[config.mk]
export PLATFORM = sky130hd
export DESIGN_NAME = dragon_body_reader
export DESIGN_NICKNAME = d
export VERILOG_FILES = /design/src/rtl/dragon_body_reader.sv
export SDC_FILE = /design/constraint.sdc
export NUM_CORES = 1
export LEC_CHECK = 0
export CAP_MARGIN = 25
export CORE_AREA = 2 2 106 160
export CTS_CLUSTER_DIAMETER = 40
export DETAILED_ROUTE_END_ITERATION = 10
export DIE_AREA = 0 0 108 162
export MAX_ROUTING_LAYER = met4
export SLEW_MARGIN = 10
export SYNTH_ARGS = -nofsm -noshare
export SYNTH_HDL_FRONTEND = slang
export SYNTH_SLANG_ARGS = --single-unit
[constraint.sdc]
create_clock -name clk -period 2.8 [get_ports clk]
set_input_delay 0.42 -clock clk [delete_from_list [all_inputs] [get_ports clk]]
set_output_delay 0.42 -clock clk [all_outputs]
set_load 0.02 [all_outputs]
[src/rtl/dragon_body_reader.sv]
// dragon_body_reader: snapshots the packed dragon body vector and tail pointer
// on start, then presents one segment per valid/ready handshake, head first,
// ending with a one-cycle done pulse.
// Optional build macro DRAGON_SELF_COLLIDE_EN adds collide / collide_index,
// which flag any transferred non-head segment sitting on the head's tile.
module dragon_body_reader #(
    parameter int SEG_W    = 12,
    parameter int MAX_SEGS = 8,
    parameter int IDX_W    = 3
) (
    input  logic                      clk,
    input  logic                      reset,
    input  logic                      start,
    input  logic [SEG_W*MAX_SEGS-1:0] dragon_body,
    input  logic [IDX_W-1:0]          tail_ptr,
    output logic                      seg_valid,
    input  logic                      seg_ready,
    output logic [IDX_W-1:0]          seg_index,
    output logic [3:0]                seg_orient,
    output logic [3:0]                seg_x,
    output logic [3:0]                seg_y,
    output logic                      seg_last,
    output logic                      busy,
    output logic                      done
`ifdef DRAGON_SELF_COLLIDE_EN
    ,
    output logic                      collide,
    output logic [IDX_W-1:0]          collide_index
`endif
);

    typedef enum logic [1:0] {IDLE, STREAM, DONE} state_t;

    state_t                      state_reg, state_next;
    logic [SEG_W*MAX_SEGS-1:0]   body_reg;
    logic [IDX_W-1:0]            tail_reg;
    logic                        seg_valid_reg, seg_valid_next;
    logic [IDX_W-1:0]            index_reg, index_next;
    logic [SEG_W-1:0]            seg_reg, seg_next;
    logic                        last_reg, last_next;
    logic                        busy_reg, busy_next;
    logic                        done_reg, done_next;

    logic [SEG_W-1:0]            snap_seg [MAX_SEGS];
    logic [IDX_W-1:0]            index_inc;
    logic                        accept;
    logic                        transfer;
    logic                        at_tail;

    // Unpack the snapshot into per-segment words for indexed lookup
    generate
        for (genvar gi = 0; gi < MAX_SEGS; gi++) begin : g_unpack
            assign snap_seg[gi] = body_reg[gi*SEG_W +: SEG_W];
        end
    endgenerate

    assign accept    = (state_reg == IDLE) && start;
    assign transfer  = (state_reg == STREAM) && seg_valid_reg && seg_ready;
    assign at_tail   = (index_reg == tail_reg);
    assign index_inc = index_reg + 1'b1;

    // State, snapshot and registered output storage
    always_ff @(posedge clk) begin
        if (!reset) begin
            state_reg     <= IDLE;
            body_reg      <= '0;
            tail_reg      <= '0;
            seg_valid_reg <= 1'b0;
            index_reg     <= '0;
            seg_reg       <= '0;
            last_reg      <= 1'b0;
            busy_reg      <= 1'b0;
            done_reg      <= 1'b0;
        end else begin
            state_reg     <= state_next;
            seg_valid_reg <= seg_valid_next;
            index_reg     <= index_next;
            seg_reg       <= seg_next;
            last_reg      <= last_next;
            busy_reg      <= busy_next;
            done_reg      <= done_next;
            if (accept) begin
                body_reg <= dragon_body;
                tail_reg <= tail_ptr;
            end
        end
    end

    // Next-state: IDLE -> STREAM on start, STREAM -> DONE after tail transfer
    always_comb begin
        state_next = state_reg;
        case (state_reg)
            IDLE:    if (start) state_next = STREAM;
            STREAM:  if (transfer && at_tail) state_next = DONE;
            DONE:    state_next = IDLE;
            default: state_next = IDLE;
        endcase
    end

    // Output next values: load head on accept, advance or finish on transfer,
    // hold everything while the consumer stalls
    always_comb begin
        seg_valid_next = seg_valid_reg;
        index_next     = index_reg;
        seg_next       = seg_reg;
        last_next      = last_reg;
        done_next      = 1'b0;
        busy_next      = (state_next != IDLE);
        case (state_reg)
            IDLE: begin
                if (start) begin
                    // Snapshot is not loaded yet, so take the head from the input
                    seg_valid_next = 1'b1;
                    index_next     = '0;
                    seg_next       = dragon_body[SEG_W-1:0];
                    last_next      = (tail_ptr == '0);
                end
            end
            STREAM: begin
                if (transfer) begin
                    if (at_tail) begin
                        seg_valid_next = 1'b0;
                        last_next      = 1'b0;
                        done_next      = 1'b1;
                    end else begin
                        index_next = index_inc;
                        seg_next   = snap_seg[index_inc];
                        last_next  = (index_inc == tail_reg);
                    end
                end
            end
            default: ;
        endcase
    end

    assign seg_valid  = seg_valid_reg;
    assign seg_index  = index_reg;
    assign seg_orient = seg_reg[11:8];
    assign seg_y      = seg_reg[7:4];
    assign seg_x      = seg_reg[3:0];
    assign seg_last   = last_reg;
    assign busy       = busy_reg;
    assign done       = done_reg;

`ifdef DRAGON_SELF_COLLIDE_EN
    logic             collide_reg;
    logic [IDX_W-1:0] collide_index_reg;

    // Flag transferred body segments that share the snapshot head's tile;
    // remember only the first offending index
    always_ff @(posedge clk) begin
        if (!reset || accept) begin
            collide_reg       <= 1'b0;
            collide_index_reg <= '0;
        end else if (transfer && (index_reg != '0) &&
                     (seg_reg[7:0] == snap_seg[0][7:0])) begin
            collide_reg <= 1'b1;
            if (!collide_reg) collide_index_reg <= index_reg;
        end
    end

    assign collide       = collide_reg;
    assign collide_index = collide_index_reg;
`endif

endmodule

After elaboration in Yosys (flattened, before gate mapping)
Cells that the tools add are included.

operators by class
  add/sub/neg operators = 1
  $lt $le $gt $ge = 1
  equality and inequality tests = 7
  multiplexer cells = 23
  bitwise gates (word level) = 1
  reduce and logical (&&, ||, !) cells = 12

operator list
  cell                   number
  $mux W12               5
  $bmux W12 S3           1
  $pmux W12 S2           1
  $mux W3                3
  $ne A2 B2 Y1 const B   4
  $reduce_and A4 Y1      2
  $mux W1                7
  $eq A3 B3 Y1           2
  $pmux W3 S2            1
  $reduce_and A3 Y1      2
  $ge A4 B4 Y1 const B   1
  $logic_and A1 B1 Y1    4
  $mux W2                2
  $not A3 Y4             1
  $pmux W1 S2            2
  $pmux W2 S2            1
  $reduce_bool A2 Y1     2
  $add A3 B1 Y3 const B  1
  $logic_not A3 Y1       1
  $eq A2 B1 Y1 const B   1
  $logic_not A2 Y1       1

word-level totals
  bits in registers = 120
  bits of input ports = 103

Depth between registers and ports, before layout
Gate-level depths: netlist of the first run.

  word-level depth = 8
  depth in mapped cells = 7

Worst setup path after synthesis of the first run
Ideal clock, no wire load.

  kind = register -> register
  from = register index_reg[0] (netlist: seg_index[0])
  to = register seg_reg[4]
  arrival time = 1,931 ps
  data required time = 2,678 ps
  slack = 748 ps
  stages on the path, launching flop included = 8
  buffers on the path = 2
  clock period less this slack = 2,052 ps
  cells stage by stage = dfxtp_1 -> ha_1 -> buf_6 -> buf_6 -> mux4_2 -> nand2_1 -> a21oi_1 -> a221o_1

between the ends
  longest elaborated chain between the ends = 8
  elaborated cells on any way between the ends = 11

RTL lines
  what                                         RTL line  text
  start, declared                              38        logic [IDX_W-1:0] index_reg, index_next;
  start signal, assigned                       77        index_reg <= index_next;
  $add A3 B1 Y3                                60        assign index_inc = index_reg + 1'b1;
  $not A3 Y4 (not written as such)             127       seg_next = snap_seg[index_inc];
  $bmux W12 S3                                 127
  $mux W12 (not written as such) (2 in a row)  127
  $mux W12                                     121       if (at_tail) begin
  $mux W12                                     120       if (transfer) begin
  $pmux W12 S2                                 109       case (state_reg)
  end signal, assigned                         78        seg_reg <= seg_next;
  end, declared                                39        logic [SEG_W-1:0] seg_reg, seg_next;

Parallel ways exist; a longest one is shown, timed or not. The select of a mux whose other input is x is not followed.
A chain may end at the register's enable or synchronous reset.

Worst setup path in the final report of the first run
  from = register index_reg[1] (netlist: seg_index[1])
  to = register seg_reg[1]

The elaborated chain is that of the path after synthesis.

==> results of run 1 <==
per-layer routing:
metal	routed length, µm	GRT usage
met5	0	-
met4	286	0.0659
met3	872	0.0429
met2	7620	0.298
met1	5910	0.207
worst max-delay path: stages, from the launching register on:
cell and delay (ns):
dfxtp_1 0.35, ha_2 0.51, buf_4 0.30, mux4_2 0.53, nand2_1 0.08, a21oi_1 0.06, a221o_1 0.29
cell type report:
| class | instances | share of cell area |
|---|---|---|
| multi-input combinational | 416 | 0.344 |
| timing repair buffer | 132 | 0.187 |
| inverter | 1 | 0.000711 |
| sequential | 120 | 0.342 |
| clock inverter | 14 | 0.0285 |
| tap | 206 | 0.0366 |
| clock buffer | 18 | 0.0610 |
kinds of logic (layout without fill, tap and decap cells):
group / Yosys count / in the layout / synth area share
buffers and inverters: 47 / 165 / 0.0508
AOI/OAI and AO/OA: 130 / 130 / 0.145
DFF: 120 / 120 / 0.474
and+or+nand+nor: 240 / 240 / 0.188
muxes: 38 / 38 / 0.127
adders and majority gates: 1 / 1 / 0.00247
xor gates and xnor gates: 7 / 7 / 0.0136
worst min path at each step:
| stage | from | endpoint | slack (ns) | depth (start not counted) |
|---|---|---|---|---|
| finish | body_reg[61]$_SDFFE_PN0P_ | body_reg[61]$_SDFFE_PN0P_ | 0.45 | 2 |
| global route | body_reg[63]$_SDFFE_PN0P_ | body_reg[63]$_SDFFE_PN0P_ | 0.47 | 2 |
| CTS | body_reg[61]$_SDFFE_PN0P_ | body_reg[61]$_SDFFE_PN0P_ | 0.46 | 2 |
| detailed placement | body_reg[61]$_SDFFE_PN0P_ | body_reg[61]$_SDFFE_PN0P_ | 0.45 | 2 |
| global placement | body_reg[1]$_SDFFE_PN0P_ | body_reg[1]$_SDFFE_PN0P_ | 0.44 | 2 |
| floorplan | body_reg[0]$_SDFFE_PN0P_ | body_reg[0]$_SDFFE_PN0P_ | 0.43 | 2 |
per-stage QoR:
stage	setup WS [ns]	total power (W)	instance area (µm²)	hold WS, ns
5_1_grt	0.417	0.00499	7030	0.472
6_report	0.575	0.00481	7030	0.453
3_3_place_gp	0.611	0.00254	6400	0.439
3_5_place_dp	0.548	0.00255	6400	0.447
2_1_floorplan	0.748	0.00226	5070	0.433
4_1_cts	0.545	0.00485	7030	0.455
report_power, final:
part	internal (W)	leakage (nW)	total [W]	switching, W
sequential	0.00182	0.985	0.00189	0.0000705
combinational	0.000315	1.22	0.000624	0.000309
clock	0.00149	0.297	0.00229	0.000798
total	0.00363	2.50	0.00481	0.00118
Yosys cell counts (4+ instances only):
master and count:
a21oi_1 110, a221o_1 12, buf_1 5, buf_2 13, buf_6 5, clkbuf_1 21, dfxtp_1 120, mux2i_1 18
mux4_2 17, nand2_1 219, nor2_1 5, xnor2_1 4
==> impl_summary.md, run 1 <==
Layout
Once layout is complete, the utilization of the core stands at 0.438. Leaving out fill and tap cells, the most frequent cell in the layout is nand2_1. The area taken by flip-flops and latches is 2400 µm².

In the layout the commonest cells are 219 x nand2_1, 121 x clkdlybuf4s50_1, 120 x dfxtp_1, 110 x a21oi_1, 18 x mux2i_1. The relative area change from synthesis to final layout is 38.7%. The number of nets in the final layout is 792. Summing all multi-input logic gate instances after layout gives 2420 µm².

The repair_antennas step left the layout with diodes totalling 0. The ratio of cells with drive above 1 in the final layout is 0.0984. The number of flip-flops under the largest register name is 96. The count of filler cells inserted in the layout is 1612.

After the flow finishes, the layout carries non-filler instances totaling 907.

Critical path
STA classifies the critical path startpoint as a register. The worst endpoint data arrival time is 2.53 ns. The worst reg-to-reg path cell count is 6.

The path type of the worst setup path is reg -> reg. In this run the worst path has a maximum fanout of 10. The worst setup path is captured at a register.

The critical register-to-register path startpoint is seg_index[1]$_SDFFE_PN0P_. The endpoint of the lowest-slack register-to-register path is seg_reg[1]$_SDFFE_PN0P_. The worst setup path startpoint is seg_index[1]$_SDFFE_PN0P_. The critical path ends at seg_reg[1]$_SDFFE_PN0P_. The setup slack of the most critical reg-to-reg path is 0.57 ns. At the worst endpoint, the required time is 3.10 ns.

Placement
In this run, placement finished with an instance count of 875. The count of buffers inserted at the top-level ports is 121. Summed over all nets, the half-perimeter wirelength after detailed placement is 10.6 mm.

The routability congestion estimate from global placement is 0.807.

Synthesis
The unique cell type count in the Yosys netlist is 38. The share of the Yosys chip area taken by registers is 0.474. The post-synth net total is 687. The post-synthesis instance total is 583. Of all flip-flops after synthesis, the portion carrying an async set or reset was 0.

In this run, synthesis inferred 0 flip-flops with an integrated enable. The most used flip-flop cell after synthesis is dfxtp_1. In this run the cell area of the synthesized design comes to 5070 µm². The fraction of synthesized cell area taken by the top area cell type is 0.474. The average cell area after synthesis is 8.70 µm². The post-synthesis cell type with the largest combined area is dfxtp_1. Ranked by total cell area, the synthesized netlist is headed by dfxtp_1 47%, nand2_1 16%, a21oi_1 11%. In this run, synthesis produced a sequential element count of 120. The Yosys warning count is 0.

STA
The number of endpoints with negative hold slack in the final report was 0. The total negative slack for setup checks is 0 ns. Setup violations remaining at the end of the flow were counted as 0.

The minimum clock period after layout is 2.23 ns. The maximum clock skew at final layout is 0.00774 ns. The remaining max-slew budget at the tightest pin is 0.550.

Static timing analysis puts the maximum clock frequency at 0.449 GHz. Of the available clock period, the critical path in the final layout requires 0.795. The worst-margin pin slew is 0.675 ns.

Setup repair after global routing left no endpoint under its margin. The total count of max-transition violations in the final report is 0.

Detailed routing
The count of nets left with antenna violations once routing finished came out at 0. The pre-antenna-repair detailed-routing pass consisted of 5 iterations. The via count of the routed design is 4421.

After the first detailed-routing iteration, the DRC count stood at 245. In the final routed layout, each cell accounts on average for 16.2 µm. Wires add up to 14.7 mm. For this run, design rule violations remaining after detail routing come to 0. Dividing the detail-routed via count by the number of cells gives 4.87.

Clocking
Clock-pin slew was measured on the worst setup and hold paths at 0.05 ns. The H-tree level count is 4. The deepest clock path buffer count is 2. The clock network latency to the later pin of the worst-skew pair is 0.42 ns. TritonCTS built the clock tree.

Post-CTS timing repair inserted 0 buffers for setup. In this run, CTS created clock tree buffers numbering 17. The buffer type at the clock tree root is clkbuf_16.

The number of buffers inserted for hold repair after clock tree synthesis is 0. The number of sinks on the clock net is 120. Post-CTS repair changed the size of 0 cells.

Worst hold path
The tightest min-delay check is of the reg -> reg type.

Floorplan
The floorplan has 57 rows. During I/O placement, the number of pins put on the boundary was 122. The floorplan step defined a core boundary enclosing 16000 µm².

The die is 162 µm tall. The die is 108 µm wide. The overall die area is 17500 µm².

The initial utilization of the core area, before any placement, comes to 0.316.

Power and ir drop
The leakage component of the power is 2.50 nW. IR analysis of the VDD net gives a maximum drop of 0.409 mV. The power density of the placed cells is 683 nW/µm².

Run status
The flow ran to the end, and the final reports show no timing, DRC or antenna violations.

GRT
The maximum number of pins on one net before global-route repair is 101. The global-route wire length before repair is 23.0 mm. The initial antenna violation count is 0. The global routing usage summed across all routing layers is 0.178. The number of global-route vias before repair came to 4370. After global routing the overflow that remains totals 0.

Run
Max-cap violations in this run came to 0.
(Power assumes the default switching activity.)
==> run 2, diff against run 1 <==
- clock period: 2.8 -> 2.1 ns (I/O delays scaled with it)
==> impl_summary.md, run 2 (synthesis results as in run 1) <==
STA
The total negative slack for setup checks is 0 ns (unchanged). The maximum clock skew at final layout came to 0.00492 ns (-0.00282 ns). The highest clock frequency the design can meet was 0.496 GHz (+10%). The minimum clock period after layout is 2.02 ns (-0.208 ns). The final worst-path setup slack was 0.0830 ns (-0.492 ns).

The remaining max-slew budget at the tightest pin is 0.554 (+0.00381). The number of endpoints with negative hold slack in the final report came to 0 (unchanged). The final number of setup-violating endpoints came to 0 (unchanged). The worst-margin pin slew is 0.669 ns (-0.00571 ns). Setup repair after global routing left no endpoint under its margin. The share of the cycle needed by the critical path after routing is 0.960 (+0.166). The total count of max-transition violations in the final report was 0 (unchanged).

Clocking
The H-tree level count is 4 (unchanged). The clock network latency to the later pin of the worst-skew pair came to 0.41 ns (about the same). The deepest clock path buffer count was 2 (unchanged). TritonCTS built the clock tree. The CTS clock-pin slew for the worst setup and hold paths is 0.05 ns (about the same).

The clock buffer count from CTS was 17 (unchanged). In this run the clock root is driven by a clkbuf_16. The number of sinks on the clock net was 120 (unchanged).

Detailed routing
The total DRC errors in the routed layout is 0 (unchanged). The via-per-instance ratio was 4.91 (+0.65%). The violation count after the first detailed-routing iteration is 232 (-5.3%). The sum of routed wire length over all layers is 14.7 mm (+0.11%).

The per-cell routed wire length is 16.1 µm (-0.55%). The antenna violation net count after detailed routing came to 0 (unchanged). The number of detailed-routing iterations run before antenna repair is 5 (unchanged). The via count of the routed design came to 4479 (+1.3%).

Critical path
The path type of the worst setup path is reg -> reg. The worst setup path is captured at a register. The critical path startpoint category is a register.

The worst endpoint data arrival time is 2.31 ns (-0.22 ns). The maximum fanout count along the critical path was 12 (+2). The endpoint required time on the critical path came to 2.40 ns (-0.70 ns).

GRT
The met2 track utilization from global routing is 0.288 (-0.00972). The initial antenna violation count is 0 (unchanged). The maximum number of pins on one net before global-route repair is 84 (-17%). The met1 routing resource usage after global routing was 0.217 (+0.00991). The global routing usage summed across all routing layers is 0.179 (+0.000254).

The met3 capacity usage during global routing is 0.0433 (+0.000401). The number of global-route vias before repair is 4420 (+1.1%). The total overflow reported by the global router is 0 (unchanged).

The busiest layer in global routing is met2. The global-route wire length before repair is 23.3 mm (+1.1%).

Worst hold path
The path type of the worst min-delay path is reg -> reg.

Layout
The commonest non-fill, non-tap cell in the layout is nand2_1. Compared with the post-synthesis result, the final layout area differs by 39.6%. The number of nets in the final layout is 798 (+0.76%). The number of flip-flops under the largest register name was 96 (unchanged).

In the layout the commonest cells are 219 x nand2_1, 121 x clkdlybuf4s50_1, 120 x dfxtp_1, 110 x a21oi_1, 18 x mux2i_1. The final antenna diode count is 0 (unchanged). The ratio of cells with drive above 1 in the final layout was 0.102 (+0.00341).

Power and ir drop
The leakage component of the power is 2.53 nW (+1.2%). The power density of the placed cells was 876 nW/µm² (+28%). The peak supply drop was 0.424 mV (+3.6%).

Floorplan
The core area is 16000 µm² (unchanged). The overall die area came to 17500 µm² (unchanged). The number of top-level design ports is 122 (unchanged). The horizontal die dimension is 108 µm (unchanged). The floorplan row count is 57 (unchanged). The vertical die dimension came to 162 µm (unchanged).

The starting density of the core is 0.316 (unchanged).

Placement
The routability congestion estimate from global placement was 0.853 (+5.7%). The half-perimeter wire length after placement is 10.8 mm (+2.2%). The worst setup slack before clock tree synthesis is 0.0468 ns (-0.502 ns).

The count of buffers inserted at the top-level ports came to 121 (unchanged).

Run
The number of maximum-capacitance constraint violations is 0 (unchanged).

Run status
The flow ran to the end, and the final reports show no timing, DRC or antenna violations.
## run 2: changes by cell type in the layout (fill, tap and decap cells not counted)
cell / delta
clkinv_2: +3
inv_6: -1
clkinvlp_4: -1
buf_6: +1
bufinv_16: -2
clkbuf_8: +3
clkbuf_1: +3
buf_4: +1
clkinv_4: -5
buf_12: +4
## run 2: where the power goes
part | switching [W] | internal (W) | leakage [nW] | total, W
Combinational | 0.000416 | 0.000444 | 1.27 | 0.000860
Sequential | 0.0000962 | 0.00243 | 0.985 | 0.00253
Clock | 0.000985 | 0.00183 | 0.280 | 0.00282
## run 2: area by class of cell
type | count | area, µm²
Clock buffer | 24 | 482
Clock inverter | 8 | 95.1
Fill cell | 1594 | 8970
Inverter | 1 | 5.00
Multi-Input combinational cell | 416 | 2420
Sequential cell | 120 | 2400
Tap cell | 206 | 258
Timing Repair Buffer | 138 | 1420
## run 2: final timing paths
path | from | end | slack [ns] | cells after the start
max | seg_index[0]$_SDFFE_PN0P_ | seg_reg[1]$_SDFFE_PN0P_ | 0.08 | 6
min | body_reg[63]$_SDFFE_PN0P_ | body_reg[63]$_SDFFE_PN0P_ | 0.45 | 2
max reg2reg | seg_index[0]$_SDFFE_PN0P_ | seg_reg[1]$_SDFFE_PN0P_ | 0.08 | 6
min reg2reg | body_reg[63]$_SDFFE_PN0P_ | body_reg[63]$_SDFFE_PN0P_ | 0.45 | 2
## run 2: what timing repair did
action / CTS / global route
gates resized for setup: 1 / 0
hold buffers: 0 / 0
endpoints found under the setup margin: 1 / 0
buffers inserted: 0 / 0
## run 2: worst max-delay path, cell delays in order, from the launching register on
cell and delay, ns:
dfxtp_1 0.32, ha_2 0.45, buf_12 0.19, mux4_2 0.52, nand2_1 0.08, a21oi_1 0.06, a221o_1 0.28
## run 2: layer usage
layer	wire length, µm	share of wire	vias up
met1	6250	0.42	2104
met3	808	0.055	15
li1	-	-	2214
met4	276	0.019	0
met5	0	0	-
met2	7380	0.50	146
## run 2: per-stage QoR
step | hold WS [ns] | power, W | utilization | area (µm²) | cells
floorplan | 0.405 | 0.00302 | - | 5070 | 583
global placement | 0.439 | 0.00342 | 0.405 | 6500 | 881
detailed placement | 0.447 | 0.00343 | 0.405 | 6500 | 881
CTS | 0.446 | 0.00625 | 0.441 | 7080 | 913
global route | 0.449 | 0.00645 | 0.441 | 7080 | 913
finish | 0.452 | 0.00620 | 0.441 | 7080 | 913
==> run 3, diff against run 2 <==
- CAP_MARGIN: 25 -> 30
==> results of run 3 <==
Same layout as run 2: the final DEF is identical, and so are final timing and power.
